**src/rtl/controlador_display_mux.sv**
```systemverilog
// Time-multiplexed seven-segment driver: scans N_DIGITOS digits from shadow-registered
// hex nibbles, with optional leading-zero blanking and per-digit decimal points.
module controlador_display_mux #(
  parameter int N_DIGITOS    = 4,
  parameter int DIV_REFRESCO = 100000,
  parameter int ACTIVO_BAJO  = 1
) (
  input  logic                   clk,
  input  logic                   reset,
  input  logic                   habilitar,
  input  logic                   supr_ceros,
  input  logic                   carga,
  input  logic [4*N_DIGITOS-1:0] cuenta,
  input  logic [N_DIGITOS-1:0]   punto,
  output logic [N_DIGITOS-1:0]   anodo,
  output logic [7:0]             catodo
);

  localparam int IDX_W = (N_DIGITOS > 1) ? $clog2(N_DIGITOS) : 1;
  localparam int PRE_W = $clog2(DIV_REFRESCO);
  localparam logic [PRE_W-1:0] PRE_MAX = PRE_W'(DIV_REFRESCO - 1);
  localparam logic [IDX_W-1:0] IDX_MAX = IDX_W'(N_DIGITOS - 1);
  localparam logic             POL     = (ACTIVO_BAJO != 0);

  logic [PRE_W-1:0]       presc_q, presc_d;
  logic [IDX_W-1:0]       idx_q, idx_d;
  logic [4*N_DIGITOS-1:0] cuenta_q;
  logic [N_DIGITOS-1:0]   punto_q;
  logic [N_DIGITOS-1:0]   anodo_q, anodo_d;
  logic [7:0]             catodo_q, catodo_d;

  logic                   tick;
  logic [N_DIGITOS-1:0]   sel;
  logic [N_DIGITOS-1:0]   apagado;
  logic [N_DIGITOS:1]     ceros_sup;
  logic [3:0]             nibble;
  logic                   dp_sel;
  logic                   apagado_sel;
  logic [6:0]             seg7;
  logic [7:0]             seg_hi;

  assign tick    = (presc_q == PRE_MAX);
  assign presc_d = tick ? '0 : presc_q + 1'b1;
  assign idx_d   = !tick ? idx_q : ((idx_q == IDX_MAX) ? '0 : idx_q + 1'b1);

  // ceros_sup[i] is set when shadow nibbles i..N_DIGITOS-1 are all zero.
  assign ceros_sup[N_DIGITOS] = 1'b1;
  assign apagado[0]           = 1'b0;

  for (genvar gi = 1; gi < N_DIGITOS; gi++) begin : g_ceros
    assign ceros_sup[gi] = (cuenta_q[4*gi +: 4] == 4'h0) && ceros_sup[gi+1];
    assign apagado[gi]   = supr_ceros && ceros_sup[gi];
  end

  for (genvar gi = 0; gi < N_DIGITOS; gi++) begin : g_sel
    assign sel[gi] = (idx_q == IDX_W'(gi));
  end

  always_comb begin
    nibble      = 4'h0;
    dp_sel      = 1'b0;
    apagado_sel = 1'b0;
    for (int i = 0; i < N_DIGITOS; i++) begin
      if (sel[i]) begin
        nibble      = cuenta_q[4*i +: 4];
        dp_sel      = punto_q[i];
        apagado_sel = apagado[i];
      end
    end
  end

  always_comb begin
    case (nibble)
      4'h0: seg7 = 7'h3F;
      4'h1: seg7 = 7'h06;
      4'h2: seg7 = 7'h5B;
      4'h3: seg7 = 7'h4F;
      4'h4: seg7 = 7'h66;
      4'h5: seg7 = 7'h6D;
      4'h6: seg7 = 7'h7D;
      4'h7: seg7 = 7'h07;
      4'h8: seg7 = 7'h7F;
      4'h9: seg7 = 7'h6F;
      4'hA: seg7 = 7'h77;
      4'hB: seg7 = 7'h7C;
      4'hC: seg7 = 7'h39;
      4'hD: seg7 = 7'h5E;
      4'hE: seg7 = 7'h79;
      default: seg7 = 7'h71;
    endcase
  end

  // A blanked digit keeps its anode but darkens every segment, dp included.
  assign seg_hi   = apagado_sel ? 8'h00 : {dp_sel, seg7};
  assign anodo_d  = sel ^ {N_DIGITOS{POL}};
  assign catodo_d = seg_hi ^ {8{POL}};

  always_ff @(posedge clk) begin
    if (reset) begin
      presc_q  <= '0;
      idx_q    <= '0;
      cuenta_q <= '0;
      punto_q  <= '0;
      anodo_q  <= {N_DIGITOS{POL}};
      catodo_q <= {8{POL}};
    end else begin
      presc_q <= presc_d;
      idx_q   <= idx_d;
      if (carga) begin
        cuenta_q <= cuenta;
        punto_q  <= punto;
      end
      if (habilitar) begin
        anodo_q  <= anodo_d;
        catodo_q <= catodo_d;
      end else begin
        anodo_q  <= {N_DIGITOS{POL}};
        catodo_q <= {8{POL}};
      end
    end
  end

  assign anodo  = anodo_q;
  assign catodo = catodo_q;

endmodule

```
**config.mk**
```make
export PLATFORM = sky130hd
export DESIGN_NAME = controlador_display_mux
export DESIGN_NICKNAME = d
export VERILOG_FILES = /design/src/rtl/controlador_display_mux.sv
export SDC_FILE = /design/constraint.sdc
export NUM_CORES = 1
export LEC_CHECK = 0
export BUFFER_PORTS_ARGS = -buffer_cell sky130_fd_sc_hd__buf_2
export CORE_AREA = 4 4 82 84
export DETAILED_ROUTE_END_ITERATION = 6
export DIE_AREA = 0 0 86 88
export SYNTH_ARGS = -nofsm -noshare
export SYNTH_HDL_FRONTEND = slang
export SYNTH_SLANG_ARGS = --single-unit
```
**constraint.sdc**
```tcl
create_clock -name clk -period 3.75 [get_ports clk]
set_input_delay 0.5625 -clock clk [delete_from_list [all_inputs] [get_ports clk]]
set_output_delay 0.5625 -clock clk [all_outputs]
set_load 0.01 [all_outputs]
```
==> run summary <==
Worst setup EP type = flop
Num rows = 28
Max-Cap Viols = 0
Seq cells post-synth = 51
Post-CTS sizing = 0
Die Span X = 86 um
Synthesized Nets = 292
FILL cells = 592
Post-CTS Setup Bufs = 0
Cells after synthesis = 256
Dominant cell type by area after synthesis = dfxtp_1
Asr flop ratio synth = 0%
Vias = 1,752
Fin. Hold Viols = 0
Worst skew pair latency = 0.30 ns
Die ar. = 7570 um2
Number of diodes = 0
Drt wl/cell = 12.6 um
Number of flops mapped to enable cells by yosys = 0
Count leader, synth = dfxtp_1
Crit-path max FO = 9
Commonest cells in the netlist = dfxtp_1 (51), nor2_1 (44), nand2_1 (27), mux2i_1 (21), ha_1 (11)
CP Class = reg -> reg
Worst clock skew = 0.00899 ns
DR pass1 iterations = 4
Initial antenna violation count = 0
HP Class = reg -> reg
Yosys warns = 0
WP data arrival = 2.60 ns
Proportion of layout cells with a drive suffix above 1 = 16.3%
Vias per cell = 4.83
Outcome = finished clean
Seq/Total Area, Yosys = 43.9%
Total Wirelength = 4570 um
Largest buffer count on any clock path = 2
CTS clock-pin slew for the worst setup and hold paths = 0.09 ns
DR DRC count = 0
# port buffers = 36
Vias in the first global route = 1,644
Root Buffer Master = clkbuf_8
Total negative slack = 0 ns
Final Max Slew Viols = 0
Largest net degree at the start of global routing = 25
Pre-CTS setup slack = 1.33 ns
Initial core utilization = 39.3%
Total GRT Usage = 13.0%
Antenna Nets Post-Route = 0
# hold bufs at CTS = 0
Final period util = 65.3%
Worst Path Required = 3.90 ns
Worst hold slack = 0.471 ns
1st-iter DRT viols = 58
Cts bufs inserted = 5
CTS H-tree depth = 2
Max transition margin = 40.5%
Fin crit period = 2.45 ns
Area delta synth->final = 12.6%
Setup crit start kind = flop
Die height = 88 um
Nets = 323
Synth top area share = 43.9%
TritonCTS clock tree = yes
Fin util = 44.3%
Top cells by area, synth = dfxtp_1 (44%), mux2i_1 (9.0%), nor2_1 (7.1%)
Synth unique cells = 38
Synthesized area per cell = 9.09 um2
First-pass GRT wire length = 7910 um
Total clock sinks = 51
Core area = 5920 um2
Pwr dens = 383 nW/um2
Maximum VDD drop = 0.133 mV
Finish-stage setup viols = 0
Slew @ Worst Pin = 0.892 ns
Most used DFF post-synth = dfxtp_1
Mapped cell area = 2330 um2
Fmax = 408 MHz
Pleak = 1.06 nW
Gr ovfl total = 0
RSZ-0062 raised after global routing = false
Dpl hpwl = 3370 um
Worst Setup Slack, final = 1.30 ns
Placer Congestion = 0.794
IO Pins = 37
==> routing by layer <==
layer	GRT usage, %	routed length, um	up-vias	share of wire [%]
li1	-	-	929	-
met1	18.4	2340	781	51
met2	19.3	1910	37	42
met3	2.92	247	5	5.4
met4	4.75	66	0	1.4
met5	0	0	-	0
==> cell families after synthesis <==
family | count (synthesis) | synth area share [%]
AND/OR/NAND/NOR | 112 | 22.8
flip-flops | 51 | 43.9
AO/OA/AOI/OAI | 27 | 8.12
multiplexers | 21 | 9.03
buffers and inverters | 19 | 4.62
XOR/XNOR | 15 | 5.65
adder cells (fa/ha/maj) | 11 | 5.91
==> cell type report <==
class | count | area (um2) | area share, %
Inverter | 7 | 26.3 | 1.00
Timing Repair Buffer | 36 | 180 | 6.88
Tap cell | 75 | 93.8 | 3.58
Clock buffer | 8 | 100 | 3.82
Sequential cell | 51 | 1020 | 39.0
Multi-Input combinational cell | 186 | 1200 | 45.7
==> worst max-delay path, stage by stage, from the launching register on <==
cell	delay, ns
dfxtp_1	0.40
inv_1	0.08
ha_1	0.32
nor2_2	0.26
o211ai_1	0.13
o21ai_1	0.20
inv_1	0.18
ha_1	0.27
nor2b_1	0.15
a21oi_1	0.18
o221ai_1	0.13
==> final timing paths <==
check             startpoint         end  slack [ns]  cells after the start
hold reg to reg   presc_q[0]  presc_q[0]        0.47                      1
setup / recovery    idx_q[0]   catodo[5]        1.30                     10
setup reg to reg    idx_q[0]   catodo[5]        1.30                     10
hold / removal    presc_q[0]  presc_q[0]        0.47                      1
==> registers in the layout, summed over array words and instances (netlist names) <==
signal	count
anodo	4
punto_q	4
catodo	8
presc_q	17
cuenta_q	16
idx_q	2
==> layout by cell type (no fill, tap or decap), types with 2 or more instances in the layout <==
master    synthesis  routed
clkbuf_8          0       7
or3_1             3       3
nor4_1            4       4
o221ai_1          3       3
mux2i_1          21      21
xor2_1            9       9
nor2_1           44      44
xnor2_1           6       6
nand3b_1          4       4
nand2b_1          2       2
nand2_1          27      27
ha_1             11      11
buf_2             2      36
dfxtp_1          51      51
a211oi_1          3       3
nor3b_1           3       3
nand3_1           6       6
and3_1            3       3
a21oi_1           8       8
o21ai_1           4       4
o211ai_1          3       3
nand4_1           4       4
nor2b_1           6       6
inv_1             7       7
==> metrics by stage <==
step                cells  cell area, um2  power (W)
CTS                   363            2620    0.00102
floorplan             256            2330   0.000653
detailed placement    355            2520   0.000684
global placement      355            2520   0.000683
global route          363            2620    0.00106
finish                363            2620    0.00100
==> where the power goes <==
part           internal (W)  switching, W   total, W
Clock              0.000168      0.000164   0.000333
Combinational     0.0000432     0.0000516  0.0000948
Sequential         0.000563     0.0000133   0.000576
Total              0.000774      0.000229    0.00100
No activity file was read; power rests on OpenSTA's default activity.
